===== src/rtl/fp16_anneal_sched_if.sv =====
// Handshake/bus bundle between the annealing scheduler and its
// environment: control, sweep core handshake, incrementer and status.
interface fp16_anneal_sched_if #(
  parameter int DATA_WIDTH = 16,
  parameter int SWEEP_W    = 8
);
  logic                  start;
  logic                  abort;
  logic [DATA_WIDTH-1:0] t_init;
  logic [DATA_WIDTH-1:0] t_final;
  logic [SWEEP_W-1:0]    sweeps_per_step;
  logic                  sweep_go;
  logic                  sweep_done;
  logic                  en_incr;
  logic [DATA_WIDTH-1:0] val;
  logic [DATA_WIDTH-1:0] res;
  logic [DATA_WIDTH-1:0] beta;
  logic                  busy;
  logic                  done;
  logic [7:0]            levels;

  modport slave (
    input  start, abort, t_init, t_final,
    input  sweeps_per_step, sweep_done, res,
    output sweep_go, en_incr, val, beta,
    output busy, done, levels
  );

  modport master (
    output start, abort, t_init, t_final,
    output sweeps_per_step, sweep_done, res,
    input  sweep_go, en_incr, val, beta,
    input  busy, done, levels
  );
endinterface


===== src/rtl/fp16_anneal_sched.sv =====
// FP16 beta annealing scheduler: runs N sweeps per beta level, then
// steps beta through an external FP16 incrementer until t_final.
// Ports: clk, reset (async, active-high), bus (slave modport).
module fp16_anneal_sched #(
  parameter int DATA_WIDTH = 16,
  parameter int SWEEP_W    = 8
) (
  input logic                clk,
  input logic                reset,
  fp16_anneal_sched_if.slave bus
);
  localparam int MW = DATA_WIDTH - 1;
  localparam logic [DATA_WIDTH-1:0] BETA_MAX =
    DATA_WIDTH'(16'h7BFF);

  typedef enum logic [2:0] {
    S_IDLE,
    S_ISSUE,
    S_WAIT_SWEEP,
    S_CHECK,
    S_INCR,
    S_WAIT_INC,
    S_DONE
  } state_e;

  state_e                state_q, state_d;
  logic [DATA_WIDTH-1:0] beta_q, beta_d;
  logic [MW-1:0]         tf_q, tf_d;
  logic [SWEEP_W-1:0]    spp_q, spp_d;
  logic [SWEEP_W-1:0]    cnt_q, cnt_d;
  logic [7:0]            levels_q, levels_d;
  logic                  sat_q, sat_d;

  always_ff @(posedge clk or posedge reset) begin
    if (reset) begin
      state_q  <= S_IDLE;
      beta_q   <= '0;
      tf_q     <= '0;
      spp_q    <= '0;
      cnt_q    <= '0;
      levels_q <= '0;
      sat_q    <= 1'b0;
    end else begin
      state_q  <= state_d;
      beta_q   <= beta_d;
      tf_q     <= tf_d;
      spp_q    <= spp_d;
      cnt_q    <= cnt_d;
      levels_q <= levels_d;
      sat_q    <= sat_d;
    end
  end

  // Abort overrides everything; beta and levels stay as they were.
  always_comb begin
    state_d  = state_q;
    beta_d   = beta_q;
    tf_d     = tf_q;
    spp_d    = spp_q;
    cnt_d    = cnt_q;
    levels_d = levels_q;
    sat_d    = sat_q;
    if (bus.abort && state_q != S_IDLE) begin
      state_d = S_IDLE;
    end else begin
      unique case (state_q)
        S_IDLE: begin
          if (bus.start) begin
            tf_d     = bus.t_final[MW-1:0];
            // zero sweeps would never finish a level
            spp_d    = (bus.sweeps_per_step == '0) ?
                       SWEEP_W'(1) : bus.sweeps_per_step;
            beta_d   = {1'b0, bus.t_init[MW-1:0]};
            cnt_d    = '0;
            levels_d = '0;
            sat_d    = 1'b0;
            state_d  = S_ISSUE;
          end
        end
        S_ISSUE: state_d = S_WAIT_SWEEP;
        S_WAIT_SWEEP: begin
          if (bus.sweep_done) begin
            cnt_d   = cnt_q + SWEEP_W'(1);
            state_d = (cnt_d < spp_q) ? S_ISSUE : S_CHECK;
          end
        end
        S_CHECK: begin
          levels_d = levels_q +
                     {7'd0, levels_q != 8'hFF};
          if (beta_q[MW-1:0] >= tf_q ||
              beta_q == BETA_MAX || sat_q)
            state_d = S_DONE;
          else
            state_d = S_INCR;
        end
        S_INCR: state_d = S_WAIT_INC;
        S_WAIT_INC: begin
          beta_d  = bus.res;
          cnt_d   = '0;
          // a non-increasing result means the incrementer clipped
          sat_d   = bus.res[MW-1:0] <= beta_q[MW-1:0];
          state_d = S_ISSUE;
        end
        S_DONE:  state_d = S_IDLE;
        default: state_d = S_IDLE;
      endcase
    end
  end

  // Pulses are masked during the abort cycle.
  always_comb begin
    bus.sweep_go = (state_q == S_ISSUE) && !bus.abort;
    bus.en_incr  = (state_q == S_INCR) && !bus.abort;
    bus.done     = (state_q == S_DONE) && !bus.abort;
    bus.busy     = (state_q != S_IDLE);
    bus.val      = beta_q;
    bus.beta     = beta_q;
    bus.levels   = levels_q;
  end
endmodule


===== src/flat_wrapper.sv =====
// flat-port wrapper written by rule: the top's interface ports become plain ports
module fp16_anneal_sched_flat 
#(
  parameter int DATA_WIDTH = 16,
  parameter int SWEEP_W    = 8
)
  (clk, reset, bus_start, bus_abort, bus_t_init, bus_t_final, bus_sweeps_per_step, bus_sweep_done, bus_res, bus_sweep_go, bus_en_incr, bus_val, bus_beta, bus_busy, bus_done, bus_levels);
  fp16_anneal_sched_if #(.DATA_WIDTH(DATA_WIDTH), .SWEEP_W(SWEEP_W)) bus_i ();
  input logic clk;
  input logic reset;
  input wire logic [$bits(bus_i.start)-1:0] bus_start;
  input wire logic [$bits(bus_i.abort)-1:0] bus_abort;
  input wire logic [$bits(bus_i.t_init)-1:0] bus_t_init;
  input wire logic [$bits(bus_i.t_final)-1:0] bus_t_final;
  input wire logic [$bits(bus_i.sweeps_per_step)-1:0] bus_sweeps_per_step;
  input wire logic [$bits(bus_i.sweep_done)-1:0] bus_sweep_done;
  input wire logic [$bits(bus_i.res)-1:0] bus_res;
  output wire logic [$bits(bus_i.sweep_go)-1:0] bus_sweep_go;
  output wire logic [$bits(bus_i.en_incr)-1:0] bus_en_incr;
  output wire logic [$bits(bus_i.val)-1:0] bus_val;
  output wire logic [$bits(bus_i.beta)-1:0] bus_beta;
  output wire logic [$bits(bus_i.busy)-1:0] bus_busy;
  output wire logic [$bits(bus_i.done)-1:0] bus_done;
  output wire logic [$bits(bus_i.levels)-1:0] bus_levels;
  assign bus_i.start = bus_start;
  assign bus_i.abort = bus_abort;
  assign bus_i.t_init = bus_t_init;
  assign bus_i.t_final = bus_t_final;
  assign bus_i.sweeps_per_step = bus_sweeps_per_step;
  assign bus_i.sweep_done = bus_sweep_done;
  assign bus_i.res = bus_res;
  assign bus_sweep_go = bus_i.sweep_go;
  assign bus_en_incr = bus_i.en_incr;
  assign bus_val = bus_i.val;
  assign bus_beta = bus_i.beta;
  assign bus_busy = bus_i.busy;
  assign bus_done = bus_i.done;
  assign bus_levels = bus_i.levels;
  fp16_anneal_sched #(.DATA_WIDTH(DATA_WIDTH), .SWEEP_W(SWEEP_W)) u_core (.clk(clk), .reset(reset), .bus(bus_i));
endmodule

===== config.mk =====
export PLATFORM = sky130hd
export DESIGN_NAME = fp16_anneal_sched_flat
export DESIGN_NICKNAME = d
export VERILOG_FILES = /design/src/rtl/fp16_anneal_sched_if.sv /design/src/rtl/fp16_anneal_sched.sv /design/src/flat_wrapper.sv
export SDC_FILE = /design/constraint.sdc
export NUM_CORES = 1
export LEC_CHECK = 0
export ABC_AREA = 1
export CAP_MARGIN = 20
export CORE_MARGIN = 2
export CORE_UTILIZATION = 44
export DETAILED_ROUTE_END_ITERATION = 10
export GPL_ROUTABILITY_DRIVEN = 0
export MAX_ROUTING_LAYER = met4
export PLACE_DENSITY = 0.88
export SYNTH_ARGS = -nofsm -noshare
export SYNTH_HDL_FRONTEND = slang
export SYNTH_SLANG_ARGS = --single-unit

===== constraint.sdc =====
create_clock -name clk -period 2 [get_ports clk]
set_input_delay 0.3 -clock clk [delete_from_list [all_inputs] [get_ports clk]]
set_output_delay 0.3 -clock clk [all_outputs]
set_load 0.005 [all_outputs]

; ---- Word level (Yosys, flattened, before mapping)
; Index checks and enable logic that the tools add are counted.
[classes]
add_sub_neg = 2
order_cmp = 3
n_eq_ne = 12
muxes = 15
n_bitwise = 1
reduce_logical = 18
[ops]
columns = cell, n
row1 = $pmux W16 S2, 1
row2 = $mux W8, 3
row3 = $pmux W8 S3, 1
row4 = $pmux W3 S6, 1
row5 = $eq A16 B15 Y1 const B, 1
row6 = $mux W16, 1
row7 = $pmux W8 S2, 1
row8 = $ge A15 B15 Y1, 1
row9 = $le A15 B15 Y1, 1
row10 = $eq A3 B3 Y1 const B, 3
row11 = $mux W3, 3
row12 = $reduce_and A3 Y1, 3
row13 = $add A8 B1 Y8, 1
row14 = $add A8 B1 Y8 const B, 1
row15 = $logic_not A8 Y1, 1
row16 = $lt A8 B8 Y1, 1
row17 = $ne A8 B8 Y1 const B, 1
row18 = $eq A3 B2 Y1 const B, 2
row19 = $ne A3 B2 Y1 const B, 2
row20 = $reduce_bool A3 Y1, 2
row21 = $logic_and A1 B1 Y1, 4
row22 = $mux W2, 2
row23 = $ne A2 B2 Y1 const B, 2
row24 = $reduce_and A4 Y1, 1
row25 = other kinds (9), 11
[totals]
reg_bits = 59
output_inout_bits = 44
elab_cells = 58

; ---- Longest topological paths before layout
[logic_depth]
ltp_word = 6
mapped_depth = 16
mapped_depth_nobuf = 16

; ---- Worst setup path after synthesis
; OpenSTA, ideal clock, no wires.
[synth_timing]
path_type = register -> register
start = register u_core.cnt_q[2]
end = register u_core.state_q[1]
arrival_ns = 1.854
required_time_ns = 1.884
setup_slack_ns = 0.030
path_stages_with_launch = 16
path_buffers = 0
period_less_slack_ns = 1.970
path_cell_list = dfrtp_1 -> nand2_1 -> nor2_1 -> nand3_1 -> nor2_1 -> nand2_1 -> xor2_1 -> inv_1 -> ha_1 -> a21oi_1 -> o21a_1 -> nand2_1 -> a21oi_1 -> nand2_1 -> nand2_1 -> nand2_1
[synth_via]
elab_chain_cells = 6
[synth_rtl]
columns = item, line_no
row1 = start: declaration, fp16_anneal_sched.sv:30  ; logic [SWEEP_W-1:0] cnt_q, cnt_d;
row2 = start signal: assignment, fp16_anneal_sched.sv:48  ; cnt_q <= cnt_d;
row3 = $add A8 B1 Y8, fp16_anneal_sched.sv:83  ; cnt_d = cnt_q + SWEEP_W'(1);
row4 = $lt A8 B8 Y1, fp16_anneal_sched.sv:84  ; state_d = (cnt_d < spp_q) ? S_ISSUE : S_CHECK;
row5 = $mux W2, fp16_anneal_sched.sv:84
row6 = $mux W3, fp16_anneal_sched.sv:82  ; if (bus.sweep_done) begin
row7 = $pmux W3 S6, fp16_anneal_sched.sv:66  ; unique case (state_q)
row8 = $mux W3, fp16_anneal_sched.sv:63  ; if (bus.abort && state_q != S_IDLE) begin
row9 = end signal: assignment, fp16_anneal_sched.sv:44  ; state_q <= state_d;
row10 = end: declaration, fp16_anneal_sched.sv:26  ; state_e state_q, state_d;
; Every way passes these cells. The select of a mux whose other input is x is not followed.
; A chain may end at the register's enable or synchronous reset.

; ---- Worst setup path in the final report
[layout_timing]
start = register u_core.cnt_q[0]
end = register u_core.state_q[1]
; The elaborated chain is that of the path after synthesis.

==> out/results.tsv <==
metric	value	unit
fin_cells	702	
grt_pass1_vias	3779	
overflow	0	
viasPerCell	5.26	
insertion_delay	330	ps
rows	34	
dp.cells	685	
final_cell_area	0.00532	mm^2
relSlewSlack	70.5	%
dieArea	0.00965	mm^2
cts_htree_levels	3	
p_leak	2.49	nW
synth_cells	487	
multi_input_area	0.00205	mm^2
synthDistinctLibCells	32	
setup_slack	-88.0	ps
ys_seq_elements	59	
firstDrtPassIters	6	
cts_tree	done	
whs	307	ps
worstHoldPathType	in -> async	
pin_count	105	
fmax	479	MHz
grt_first_pass_wirelength	17500	um
final_nets	692	
ys_warn_count	0	
vias	3695	
cts_num_sinks	59	
routed_wl	10600	um
p_per_area	1270	mW/mm^2
worstSetupEndpointType	register	
synthArstFlopShare	100	%
drive_gt1_share	14.5	%
preCtsSetupSlack	-183	ps
yosysTopAreaCellShare	37.8	%
placed_area	0.00503	mm^2
start_util	45.0	%
synthTopCellsByArea	dfrtp_1 (38%), ha_1 (13%), nand2_1 (9.1%)	
cts_buffer_depth	2	
status	complete, but fails checks	
violations	negative setup slack	
syn-num-nets	588	
fillers	719	
ys.flop_type	dfrtp_1	
hold_viol_final	0	
setup_tns	-131	ps
ys_seq_area_share	37.8	%
cp.required	2220	ps
syn_to_final_growth	36.1	%
hold_buffers	0	
die_y	98.2	um
critical_path_class	reg -> reg	
ff_latch_area	0.00148	mm^2
clock-root-buffer	clkbuf_8	
drv_slew	0	
worstPathArrival	2310	ps
vdd_drop_max	528	uV
synth_edf_count	0	
rsz0062_at_grt	true	
cts_buffers	9	
drc	0	
yosysTopAreaCell	dfrtp_1	
place.detailed.hpwl	8050	um
synth.avg_cell_area	8.02	um^2
io_buffers	102	
ant_nets	0	
antenna_found_initial	0	
syn-cell-area	0.00391	mm^2
worst_pin_slew	442	ps
antenna_cells	0	
fin_crit_sh	104	%
track_usage	23.1	%
die_width	98.2	um
core_area	0.00868	mm^2
critical_path.startpoint_type	register	
drv_cap	0	
setup_violations	3	
drt_first_iter_violations	218	
grt_max_degree	45	
finalCriticalPeriod	2090	ps
clk_pin_slew	70	ps
path_max_fanout	3	
clock_skew	6.78	ps
wl_per_cell	15.1	um
placed cells by master (no fill, tap or decap), drive strengths merged, types with 2 or more instances in the layout:
cell type,synthesis,layout
a21oi,22,22
xor2,6,6
or2,14,14
clkinv,0,3
o211ai,17,17
o21ai,51,51
nand2,104,104
nand4,6,6
dlygate4sd2,0,2
inv,80,80
and3,2,2
buf,19,16
ha,40,40
clkdlybuf4s50,0,100
nor4,4,4
o22ai,4,4
nor2,28,28
dfrtp,59,59
nor3,7,7
nand3,14,14
clkbuf,6,11
report_power, final:
part	internal, mW	total (mW)	switching (mW)	leakage [nW]
sequential	1.63	2.03	0.396	0.755
combinational	1.75	3.75	2.00	1.65
clock	0.497	0.956	0.459	0.0908
path summary, 6_finish.rpt:
check	start	to	slack (ps)	cells past startpoint
setup / recovery	u_core.cnt_q[0]$_DFFE_PP0P_	u_core.state_q[1]$_DFFE_PP0P_	-90	13
hold / removal	reset	u_core.bus.beta[1]$_DFFE_PP0P_	310	2
setup reg to reg	u_core.cnt_q[0]$_DFFE_PP0P_	u_core.state_q[1]$_DFFE_PP0P_	-90	13
hold reg to reg	u_core.sat_q$_DFFE_PP0P_	u_core.sat_q$_DFFE_PP0P_	500	2
max in group asynchronous	reset	u_core.state_q[1]$_DFFE_PP0P_	1120	3
min in group clk	u_core.sat_q$_DFFE_PP0P_	u_core.sat_q$_DFFE_PP0P_	500	2
kinds of logic (layout without fill, tap and decap cells):
logic type,after synthesis,in the layout,share of synthesized area [%]
adders and majority gates,40,40,12.8
DFF,59,59,37.8
AOI/OAI and AO/OA,97,97,13.8
and+or+nand+nor,179,179,21.8
buffers and inverters,105,212,12.2
xor gates and xnor gates,7,7,1.57
routing by layer:
metal  vias to the layer above  GRT usage [%]  part of all wire [%]
met1                      1752           28.1                    42
met2                       140           38.9                    51
met3                        28           2.43                   4.8
met5                         -              -                     0
met4                         0           10.6                   2.8
li1                       1775              -                     -
area by class of cell:
class / instances / area share (%)
Timing Repair Buffer: 118 / 22.1
Inverter: 80 / 5.79
Clock inverter: 3 / 0.282
Clock buffer: 11 / 2.85
Sequential cell: 59 / 27.8
Multi-Input combinational cell: 323 / 38.6
Tap cell: 108 / 2.54
metrics by stage:
step,utilization [%],power [mW]
2_1_floorplan,-,4.30
3_3_place_gp,57.9,5.45
3_5_place_dp,57.9,5.69
4_1_cts,60.8,6.71
5_1_grt,61.2,7.31
6_report,61.2,6.73
state kept, by name, summed over array words and instances, names as in the netlist:
| name | cells |
|---|---|
| u_core.tf_q | 15 |
| u_core.sat_q | 1 |
| u_core.bus.levels | 8 |
| u_core.state_q | 3 |
| u_core.spp_q | 8 |
| u_core.bus.beta | 16 |
| u_core.cnt_q | 8 |
synth_stat cells, types with 2 or more instances:
cell and instances:
or2_2 14, inv_2 5, clkbuf_1 6, nand2_2 6, nand4_1 6, buf_6 2, o22ai_1 4, nor2_4 5
nand2_4 3, a21oi_1 22, o211ai_1 17, nor4_1 4, nand2_1 95, dfrtp_1 59, buf_4 16, nor3_1 6
and3_1 2, nor2_1 22, xor2_1 6, inv_4 2, ha_1 40, o21ai_1 12, o21ai_0 39, nand3_1 14
inv_1 73
critical path, cell delays in order, from the launching register on:
cell and delay (ps):
dfrtp_1 380, ha_2 190, nand4_1 140, nor2_1 170, xor2_1 220, inv_1 80
ha_2 260, nand2_2 60, o21a_1 130, nand2_2 70, a21oi_2 120, nand2_1 60
nand2_1 50, nand2_1 40
what timing repair did:
item	in CTS	in global routing
setup endpoints to repair	4	3
pin swaps	8	5
buffers inserted	3	0
endpoints found under the hold margin	0	0
cloned	0	0
resized for setup	15	7
Note: power is estimated with default switching activity, not from simulation.
